## src/rtl/reg_ctx_sequencer.sv

```systemverilog
// Register-context save/restore engine.
// Save walks GPRs FIRST_REG..LAST_REG through the read port and stores each one
// to base + ADDR_STRIDE*idx. Restore loads the same slots and writes them back
// through the register-file write port.
//
// Memory handshake: mem_req is raised together with stable mem_we, mem_addr and
// mem_wdata. All four hold until a rising edge samples mem_ack=1, and that edge
// completes the access. mem_ack is ignored while mem_req=0.
module reg_ctx_sequencer #(
  parameter int unsigned FIRST_REG   = 1,
  parameter int unsigned LAST_REG    = 31,
  parameter int unsigned ADDR_STRIDE = 4
) (
  input  logic        clk,
  input  logic        rst_n,
  input  logic        save_req,
  input  logic        restore_req,
  input  logic [31:0] base_addr,
  output logic        busy,
  output logic        done,
  output logic [4:0]  rf_sel,
  input  logic [31:0] rf_rdata,
  output logic        rf_we,
  output logic [4:0]  rf_wsel,
  output logic [31:0] rf_wdata,
  output logic        mem_req,
  output logic        mem_we,
  output logic [31:0] mem_addr,
  output logic [31:0] mem_wdata,
  input  logic        mem_ack,
  input  logic [31:0] mem_rdata
);

  typedef enum logic [2:0] {
    IDLE  = 3'd0,
    SV_RD = 3'd1,
    SV_WR = 3'd2,
    RS_RD = 3'd3,
    RS_WR = 3'd4,
    DONE  = 3'd5
  } state_t;

  localparam logic [4:0]  FIRST_IDX = 5'(FIRST_REG);
  localparam logic [4:0]  LAST_IDX  = 5'(LAST_REG);
  localparam logic [31:0] STRIDE    = 32'(ADDR_STRIDE);

  state_t      state, state_d;
  logic [4:0]  idx, idx_d;
  logic [31:0] base, base_d;
  logic        busy_d, done_d, rf_we_d, mem_req_d, mem_we_d;
  logic [4:0]  rf_wsel_d;
  logic [31:0] rf_wdata_d, mem_addr_d, mem_wdata_d;

  // Slot address; 32-bit arithmetic wraps modulo 2^32 by construction.
  function automatic logic [31:0] slot_addr(input logic [31:0] b, input logic [4:0] i);
    return b + STRIDE * {27'd0, i};
  endfunction

  // The read select follows the index directly so rf_rdata is valid in SV_RD.
  assign rf_sel = idx;

  // State, index, captured base and all registered outputs.
  always_ff @(posedge clk or negedge rst_n) begin
    if (!rst_n) begin
      state     <= IDLE;
      idx       <= FIRST_IDX;
      base      <= '0;
      busy      <= 1'b0;
      done      <= 1'b0;
      rf_we     <= 1'b0;
      rf_wsel   <= '0;
      rf_wdata  <= '0;
      mem_req   <= 1'b0;
      mem_we    <= 1'b0;
      mem_addr  <= '0;
      mem_wdata <= '0;
    end else begin
      state     <= state_d;
      idx       <= idx_d;
      base      <= base_d;
      busy      <= busy_d;
      done      <= done_d;
      rf_we     <= rf_we_d;
      rf_wsel   <= rf_wsel_d;
      rf_wdata  <= rf_wdata_d;
      mem_req   <= mem_req_d;
      mem_we    <= mem_we_d;
      mem_addr  <= mem_addr_d;
      mem_wdata <= mem_wdata_d;
    end
  end

  // Next-state and next-output logic; outputs are computed one cycle ahead.
  always_comb begin
    state_d     = state;
    idx_d       = idx;
    base_d      = base;
    busy_d      = busy;
    done_d      = 1'b0;
    rf_we_d     = 1'b0;
    rf_wsel_d   = rf_wsel;
    rf_wdata_d  = rf_wdata;
    mem_req_d   = mem_req;
    mem_we_d    = mem_we;
    mem_addr_d  = mem_addr;
    mem_wdata_d = mem_wdata;
    case (state)
      IDLE: begin
        if (save_req) begin
          state_d = SV_RD;
          idx_d   = FIRST_IDX;
          base_d  = base_addr;
          busy_d  = 1'b1;
        end else if (restore_req) begin
          state_d    = RS_RD;
          idx_d      = FIRST_IDX;
          base_d     = base_addr;
          busy_d     = 1'b1;
          mem_req_d  = 1'b1;
          mem_we_d   = 1'b0;
          mem_addr_d = slot_addr(base_addr, FIRST_IDX);
        end
      end
      SV_RD: begin
        mem_wdata_d = rf_rdata;
        mem_addr_d  = slot_addr(base, idx);
        mem_req_d   = 1'b1;
        mem_we_d    = 1'b1;
        state_d     = SV_WR;
      end
      SV_WR: begin
        if (mem_ack) begin
          mem_req_d = 1'b0;
          mem_we_d  = 1'b0;
          if (idx == LAST_IDX) begin
            state_d = DONE;
            done_d  = 1'b1;
          end else begin
            idx_d   = idx + 5'd1;
            state_d = SV_RD;
          end
        end
      end
      RS_RD: begin
        if (mem_ack) begin
          mem_req_d  = 1'b0;
          rf_wdata_d = mem_rdata;
          rf_wsel_d  = idx;
          // r0 is hardwired; never pulse a write at it.
          rf_we_d    = (idx != 5'd0);
          state_d    = RS_WR;
        end
      end
      RS_WR: begin
        if (idx == LAST_IDX) begin
          state_d = DONE;
          done_d  = 1'b1;
        end else begin
          idx_d      = idx + 5'd1;
          mem_req_d  = 1'b1;
          mem_we_d   = 1'b0;
          mem_addr_d = slot_addr(base, idx + 5'd1);
          state_d    = RS_RD;
        end
      end
      DONE: begin
        busy_d  = 1'b0;
        state_d = IDLE;
      end
      default: begin
        state_d   = IDLE;
        busy_d    = 1'b0;
        mem_req_d = 1'b0;
      end
    endcase
  end

endmodule

```

## config.mk

```make
export PLATFORM = sky130hd
export DESIGN_NAME = reg_ctx_sequencer
export DESIGN_NICKNAME = d
export VERILOG_FILES = /design/src/rtl/reg_ctx_sequencer.sv
export SDC_FILE = /design/constraint.sdc
export NUM_CORES = 1
export LEC_CHECK = 0
export CAP_MARGIN = 10
export CORE_MARGIN = 8
export CORE_UTILIZATION = 40
export DETAILED_ROUTE_END_ITERATION = 16
export GPL_ROUTABILITY_DRIVEN = 0
export PLACE_DENSITY = 0.81
export SLEW_MARGIN = 5
export SYNTH_ARGS = -nofsm -noshare
export SYNTH_HDL_FRONTEND = slang
export SYNTH_SLANG_ARGS = --single-unit
```

## constraint.sdc

```tcl
create_clock -name clk -period 4.3 [get_ports clk]
set_input_delay 0.86 -clock clk [delete_from_list [all_inputs] [get_ports clk]]
set_output_delay 0.86 -clock clk [all_outputs]
set_load 0.005 [all_outputs]
```

# [After elaboration in Yosys (flattened, before gate mapping)]
# Cells that the tools add are included.
[totals] output_inout_bits=111 input_bits=101 reg_bits=146
[classes] n_mux=34 n_eq_ne=13 n_reduce_logical=16 bitwise_logic=2 add_sub_neg=4
[ops] cell="$mux 32" n=5
[ops] cell="$pmux 32 s3" n=1
[ops] cell="$add 32x7->32" n=2
[ops] cell="$add 32x3->32 const B" n=1
[ops] cell="$mux 5" n=4
[ops] cell="$mux 3" n=6
[ops] cell="$pmux 3 s5" n=1
[ops] cell="$pmux 5 s3" n=1
[ops] cell="$mux 1" n=12
[ops] cell="$ne 2x2->1 const B" n=5
[ops] cell="$reduce_and 5->1" n=2
[ops] cell="$eq 3x2->1 const B" n=2
[ops] cell="$eq 3x3->1 const B" n=2
[ops] cell="$reduce_and 2->1" n=3
[ops] cell="$reduce_and 3->1" n=2
[ops] cell="$reduce_bool 3->1" n=2
[ops] cell="$add 5x1->5 const B" n=1
[ops] cell="$eq 5x5->1 const B" n=1
[ops] cell="$pmux 1 s5" n=1
[ops] cell="$reduce_bool 5->1" n=1
[ops] cell="$pmux 1 s2" n=2
[ops] cell="$pmux 1 s4" n=1
[ops] cell="$reduce_and 4->1" n=1
[ops] cell="$reduce_bool 4->1" n=1
[ops] cell="8 further kinds" n=9

# [Longest topological paths before layout]
# Gate-level depths: netlist of the first run.
[logic_depth] ltp_word=4 ltp_mapped=14 mapped_depth_nobuf=12

# [Worst setup path after synthesis of the first run]
# No wires, ideal clock.
[synth_timing] path_kind="reg2reg" from="register state[0]" to="register mem_addr[15]" path_stages_with_launch=14 slack_ps=1259 t_required_ps=4157 arrival_ps=2898 setup_ps=143 path_cell_list="dfrtp_1 buf_2 nor2_1 and2_1 clkbuf_1 nand4_1 xnor2_1 ha_1 a21o_1 a21oi_1 a21oi_1 and4_1 xnor2_1 o221ai_1"
[synth_between] elab_chain_cells=3 elab_cells_between_ends=9 classes_between="eq/ne: 5; mux: 1; reduce/logical: 3"
[synth_rtl] item="start, declared" line_no="47" rtl="state_t state, state_d;"
[synth_rtl] item="start signal, assigned" line_no="78" rtl="state <= state_d;"
[synth_rtl] item="$eq 3x3->1, or another cell as far along" line_no="107" rtl="case (state)"
[synth_rtl] item="$ne 2x2->1 (no source line) / $reduce_bool 3->1 (equally long branches)"
[synth_rtl] item="$reduce_and 4->1 (no source line)"
[synth_rtl] item="end signal, assigned" line_no="88" rtl="mem_addr <= mem_addr_d;"
[synth_rtl] item="end, declared" line_no="28" rtl="output logic [31:0] mem_addr,"
# Several ways; a longest one is shown, not always the timed one.
# A chain may end at the register's enable or synchronous reset.

# [Worst setup path after layout of the first run]
[layout_timing] from="register idx[0] (netlist: rf_sel[0])" to="register mem_addr[17]"
[layout_between] elab_chain_cells=4 elab_cells_between_ends=8 classes_between="add/sub: 3; eq/ne: 2; mux: 2; reduce/logical: 1"
[layout_rtl] item="start, declared" line_no="48" rtl="logic [4:0] idx, idx_d;"
[layout_rtl] item="start signal, assigned" line_no="79" rtl="idx <= idx_d;"
[layout_rtl] item="$add 5x1->5" line_no="162" rtl="mem_addr_d = slot_addr(base, idx + 5'd1);"
[layout_rtl] item="$add 32x7->32" line_no="56" rtl="return b + STRIDE * {27'd0, i};"
[layout_rtl] item="$mux 32" line_no="155" rtl="if (idx == LAST_IDX) begin"
[layout_rtl] item="$pmux 32 s3" line_no="107"
# Several ways; a longest one is shown, not always the timed one. The select of a mux whose other input is x is not followed.

==> results of run 1 <==
## area by class of cell
type / instances / area (sq um)
multi-input combinational: 429 / 3250
tap: 225 / 282
clock inverter: 8 / 171
timing repair buffer: 215 / 2160
clock buffer: 24 / 482
antenna: 1 / 2.50
fill: 1434 / 7180
inverter: 14 / 52.6
sequential: 146 / 3650
## layer usage
metal,global-route usage [%],routed length (um),vias up
li1,-,-,2605
met1,21.8,8200,2698
met2,30.0,9640,243
met3,5.07,1590,29
met4,6.58,390,0
met5,0,0,-
## per-stage QoR
| step | instance area, sq um | hold slack (ns) | instances | worst slack, ns | utilization (%) |
|---|---|---|---|---|---|
| after floorplan | 7030 | 0.470 | 614 | 1.26 | - |
| after global placement | 9400 | 0.462 | 1029 | 0.879 | 54.5 |
| after detailed placement | 9400 | 0.469 | 1029 | 0.774 | 54.5 |
| after CTS | 10100 | 0.484 | 1061 | 0.751 | 58.3 |
| after global routing | 10100 | 0.508 | 1062 | 0.440 | 58.3 |
| final | 10100 | 0.480 | 1062 | 0.752 | 58.3 |
## synth_stat cells, drive strengths merged (2+ instances only)
cell	instances
xor2	29
nand2	61
nor3	17
inv	14
a22oi	6
nor2b	4
o221ai	13
buf	6
and4	6
dfrtp	145
a21oi	16
mux2	97
nand2b	5
a211oi	2
xnor2	30
a21o	3
and2	6
and3	9
a22o	3
o21ai	38
nor2	26
clkbuf	19
nand3	15
mux2i	3
ha	9
nand4	12
## cells by family after synthesis
logic type / Yosys count / synth area share (%)
flip-flops: 146 / 52.0
adder cells (fa/ha/maj): 10 / 1.89
AO/OA/AOI/OAI: 92 / 8.67
XOR/XNOR: 59 / 7.35
multiplexers: 100 / 16.0
AND/OR/NAND/NOR: 168 / 12.0
buffers and inverters: 39 / 2.14
## worst register-to-register path: stages (launching register included)
cell      delay, ns
dfstp_2        0.59
ha_1           0.23
and3_1         0.18
ha_1           0.24
mux2_2         0.28
ha_1           0.33
nand4b_1       0.26
a21oi_1        0.71
and3_1         0.27
xnor2_1        0.14
o221ai_1       0.15
## where the power goes
part | internal, mW | switching (mW) | total (mW)
sequential | 2.05 | 0.499 | 2.55
combinational | 1.82 | 1.28 | 3.10
clock | 1.08 | 0.562 | 1.64
## final timing paths
check / startpoint / endpoint / slack (ns) / cells after the start
setup / recovery: rf_sel[0] / mem_addr[17] / 0.75 / 10
hold / removal: mem_addr[5] / mem_addr[5] / 0.48 / 2
setup reg to reg: rf_sel[0] / mem_addr[17] / 0.75 / 10
hold reg to reg: mem_addr[5] / mem_addr[5] / 0.48 / 2
max in group asynchronous: rst_n / base[29] / 2.94 / 2
min in group asynchronous: rst_n / rf_wdata[9] / 0.52 / 1
## sequential cells by signal, summed over array words and instances (netlist names)
signal,flops
rf_we,1
mem_addr,32
mem_we,1
state,3
rf_wsel,5
mem_req,1
base,32
busy,1
mem_wdata,32
rf_sel,5
done,1
rf_wdata,32
==> flow_summary.json, run 1 <==
{
  "status": "completed",
  "skew_ns": 0.00966,
  "yosysTopAreaCell": "dfrtp_1",
  "cpLargestDelayFamily": "compound AO/OA/AOI/OAI gates",
  "io_pins": 212,
  "async_flop_share_pct": 100,
  "rows": 48,
  "cts-root-buf": "clkbuf_16",
  "grt_usage_pct": 18.0,
  "cp_max_fo": 8,
  "cp_slowest_stage_delay_ns": 0.71,
  "syn_inst": 614,
  "ys_ff_latch": 146,
  "grt_max_degree": 91,
  "die_area_sq_um": 22100,
  "layout_common_cells": "210 x clkdlybuf4s50_1, 145 x dfrtp_1, 97 x mux2_2, 61 x nand2_1, 33 x o21ai_0",
  "ctsResizeCount": 0,
  "tightest_slew_ns": 1.03,
  "drc": 0,
  "crit_chain": "ha_1 -> and3_1 -> ha_1 -> mux2_2 -> ha_1 -> nand4b_1 -> a21oi_1 -> and3_1 -> xnor2_1 -> o221ai_1",
  "drtIter0Drc": 381,
  "numClockSinks": 146,
  "postCtsHoldBufs": 0,
  "drt-total-wl_um": 19800,
  "total_power_mw": 7.29,
  "worstSetupEndpointType": "register",
  "portBuffers": 211,
  "pwr_density_cell_nw_per_um2": 725,
  "numCtsBuffers": 17,
  "final_common_cell": "clkdlybuf4s50_1",
  "cpMostUsedCell": "ha_1",
  "cts.clk_slew.worst_paths_ns": 0.06,
  "place.detailed.hpwl_um": 14400,
  "ys_seq_area_share_pct": 52.0,
  "start_util_pct": 40.8,
  "core_sq_um": 17200,
  "required_ns": 4.55,
  "yosysWarnings": 0,
  "synth_cell_types": 50,
  "cts_tree": "built",
  "synth_nets": 725,
  "p_leak_nw": 4.11,
  "period_needed_ns": 3.55,
  "ys.flop_type": "dfrtp_1",
  "fin_nets": 934,
  "critPathBufInv": 0,
  "overflow": 0,
  "cts_buffer_depth": 2,
  "slew_headroom_pct": 30.9,
  "finalMaxSlewViolations": 0,
  "synth_top_area_share_pct": 51.6,
  "critPathLaunchType": "register",
  "hp-class": "register to register",
  "syn_avg_cell_area_sq_um": 11.5,
  "critical_path_class": "register to register",
  "grt_pass1_vias": 5837,
  "wl_per_cell_um": 18.7,
  "vias": 5575,
  "syn_area_sq_um": 7030,
  "finalSetupViolations": 0,
  "antenna_found_initial": 1,
  "vdd_drop_max_mv": 0.414,
  "grt_pass1_wl_um": 31700,
  "insertion_delay_ns": 0.41,
  "arrival_ns": 3.80,
  "postCtsSetupBuffers": 0,
  "rsz0062_at_grt": "false",
  "synth_edf_count": 0,
  "synthToLayoutAreaGrowth_pct": 43.0,
  "synthTopCellsByArea": "dfrtp_1 52%, mux2_2 16%, xnor2_1 3.7%, xor2_1 3.6%, nand2_1 3.3%",
  "fin_tns_setup_ns": 0,
  "maxCapViolations": 0,
  "fmax_mhz": 282,
  "h-tree-depth": 4,
  "via_per_inst": 5.25,
  "drive_gt1_share_pct": 17.0,
  "slowest_stage": "a21oi_1",
  "die-height_um": 149,
  "fin_crit_sh_pct": 82.5,
  "die_w_um": 149,
  "drtPass1Iterations": 5,
  "antenna_left": 0,
  "hold_viol": 0
}
Note: power is estimated with default switching activity, not from simulation.
==> run 2: changes to the inputs <==
- clock period: 4.3 -> 3.29 ns (I/O delays scaled with it)
==> run 2 against run 1 <==
Cell count grew 1.4%; first-iteration DRC count decreased by 14%; register-to-register slack lost 0.56 ns; power rose by 29%; clock-buffer cell count decreased by 4; global-route usage up 0.071 points; via count is 0.32% lower; worst setup slack got worse by 0.56 ns; sequential cell count unchanged; sequential share of layout area fell by 0.34 points; largest cell class unchanged.
==> flow_summary.json, run 2 (synthesis gave the netlist of run 1 again) <==
{
  "status": "completed",
  "numClockSinks": 146,
  "use_met2_pct": 29.2,
  "h-tree-depth": 4,
  "pwr_density_cell_nw_per_um2": 930,
  "cp-endpoint": "mem_addr[28]",
  "wl_per_cell_um": 18.1,
  "vdd_drop_max_mv": 0.499,
  "via_per_inst": 5.16,
  "grt_pass1_wl_um": 31600,
  "grt_use_met1_pct": 21.9,
  "overflow": 0,
  "drtPass1Iterations": 5,
  "cpMostUsedCell": "inv_1",
  "grt_pass1_vias": 5829,
  "antenna_found_initial": 0,
  "critPathLaunchType": "register",
  "die-height_um": 149,
  "fin_tns_setup_ns": 0,
  "cp_max_fo": 8,
  "start_util_pct": 40.8,
  "cts_buffer_depth": 2,
  "slew_headroom_pct": 51.7,
  "skew_ns": 0.00775,
  "vias": 5557,
  "cts_tree": "built",
  "drive_gt1_share_pct": 19.4,
  "p_leak_nw": 4.16,
  "crit_chain": "inv_1 -> ha_1 -> a21o_1 -> inv_1 -> fa_1 -> nor2b_1 -> o31a_1 -> o211ai_1 -> nor3_1 -> xor2_1 -> o221a_2",
  "fin_nets": 950,
  "critical_path_class": "register to register",
  "antenna_cells": 0,
  "layoutNonFillerInstCount": 1077,
  "layout_common_cells": "210 x clkdlybuf4s50_1, 145 x dfrtp_1, 97 x mux2_2, 61 x nand2_1, 33 x o21ai_0",
  "dp_cells": 1044,
  "tightest_slew_ns": 0.724,
  "fin_crit_sh_pct": 94.2,
  "timing.rr.start": "rf_sel[0]",
  "drtIter0Drc": 326,
  "fmax_mhz": 323,
  "finalMaxSlewViolations": 0,
  "r2r_slack_ns": 0.19,
  "timing.rr.end": "mem_addr[28]",
  "rows": 48,
  "grt-busiest-layer": "met2",
  "drc": 0,
  "insertion_delay_ns": 0.43,
  "maxCapViolations": 0,
  "portBuffers": 211,
  "required_ns": 3.60,
  "grt_max_degree": 78,
  "drt-total-wl_um": 19500,
  "die_area_sq_um": 22100,
  "hp-class": "input port to asynchronous set/reset pin",
  "core_sq_um": 17200,
  "place.detailed.hpwl_um": 14400,
  "antenna_left": 0,
  "r2r_cells": 11,
  "rsz0062_at_grt": "false",
  "synthToLayoutAreaGrowth_pct": 44.3,
  "final_common_cell": "clkdlybuf4s50_1",
  "io_pins": 212,
  "slowest_stage": "dfstp_2",
  "numCtsBuffers": 17,
  "die_w_um": 149,
  "cp_slowest_stage_delay_ns": 0.61,
  "worstSetupEndpointType": "register",
  "grt_usage_pct": 18.1,
  "arrival_ns": 3.41,
  "cts.clk_slew.worst_paths_ns": 0.06,
  "use_met3_pct": 6.08,
  "hold_viol": 0,
  "period_needed_ns": 3.10,
  "cts-root-buf": "clkbuf_16",
  "startpoint": "rf_sel[0]",
  "finalSetupViolations": 0
}
run 2: cell type report:
class | count | area, sq um
Timing Repair Buffer | 231 | 2260
Fill cell | 1444 | 7090
Inverter | 14 | 52.6
Multi-Input combinational cell | 429 | 3290
Sequential cell | 146 | 3650
Tap cell | 225 | 282
Clock buffer | 20 | 457
Clock inverter | 12 | 154
run 2: repair_timing:
action,in CTS,in global routing
setup buffers,0,1
endpoints found under the setup margin,0,6
endpoints found under the hold margin,0,0
resized for setup,0,5
hold buffers,0,0
run 2: critical path: cells and delay by family, from the launching register on:
family	cells	cell delay (ns)
compound gates	4	0.90
simple gates	2	0.48
xor+xnor	1	0.11
buf+inv	2	0.17
flops	1	0.61
fa+ha+maj	2	0.71
run 2: stage by stage:
stage / power (mW) / utilization (%) / cell area [sq um] / worst slack, ns / hold slack, ns
2_1_floorplan: 5.30 / - / 7030 / 0.249 / 0.362
3_3_place_gp: 7.35 / 55.1 / 9500 / 0.171 / 0.459
3_5_place_dp: 7.48 / 55.1 / 9500 / 0.0873 / 0.462
4_1_cts: 9.52 / 58.6 / 10100 / 0.0428 / 0.288
5_1_grt: 10.1 / 58.9 / 10100 / 0.0130 / 0.312
6_report: 9.43 / 58.9 / 10100 / 0.191 / 0.253
run 2: power breakdown:
part           total, mW  leakage [nW]  internal (mW)  switching (mW)
registers           3.26          1.76           2.69           0.577
clock network       2.00         0.293           1.23           0.769
logic               4.17          2.11           2.44            1.73
total               9.43          4.16           6.36            3.07
run 2: layer usage:
layer / vias up / part of all wire (%)
met4: 0 / 2.2
met3: 25 / 8.0
li1: 2635 / -
met2: 185 / 48
met1: 2712 / 42
met5: - / 0
run 2: how the worst min path moves through the flow:
stage / endpoint / from
after floorplan: base[0] / rst_n
after global placement: mem_we / mem_we
after detailed placement: mem_addr[10] / mem_addr[10]
after CTS: mem_addr[13] / rst_n
after global routing: rf_wdata[9] / rst_n
final: mem_addr[13] / rst_n
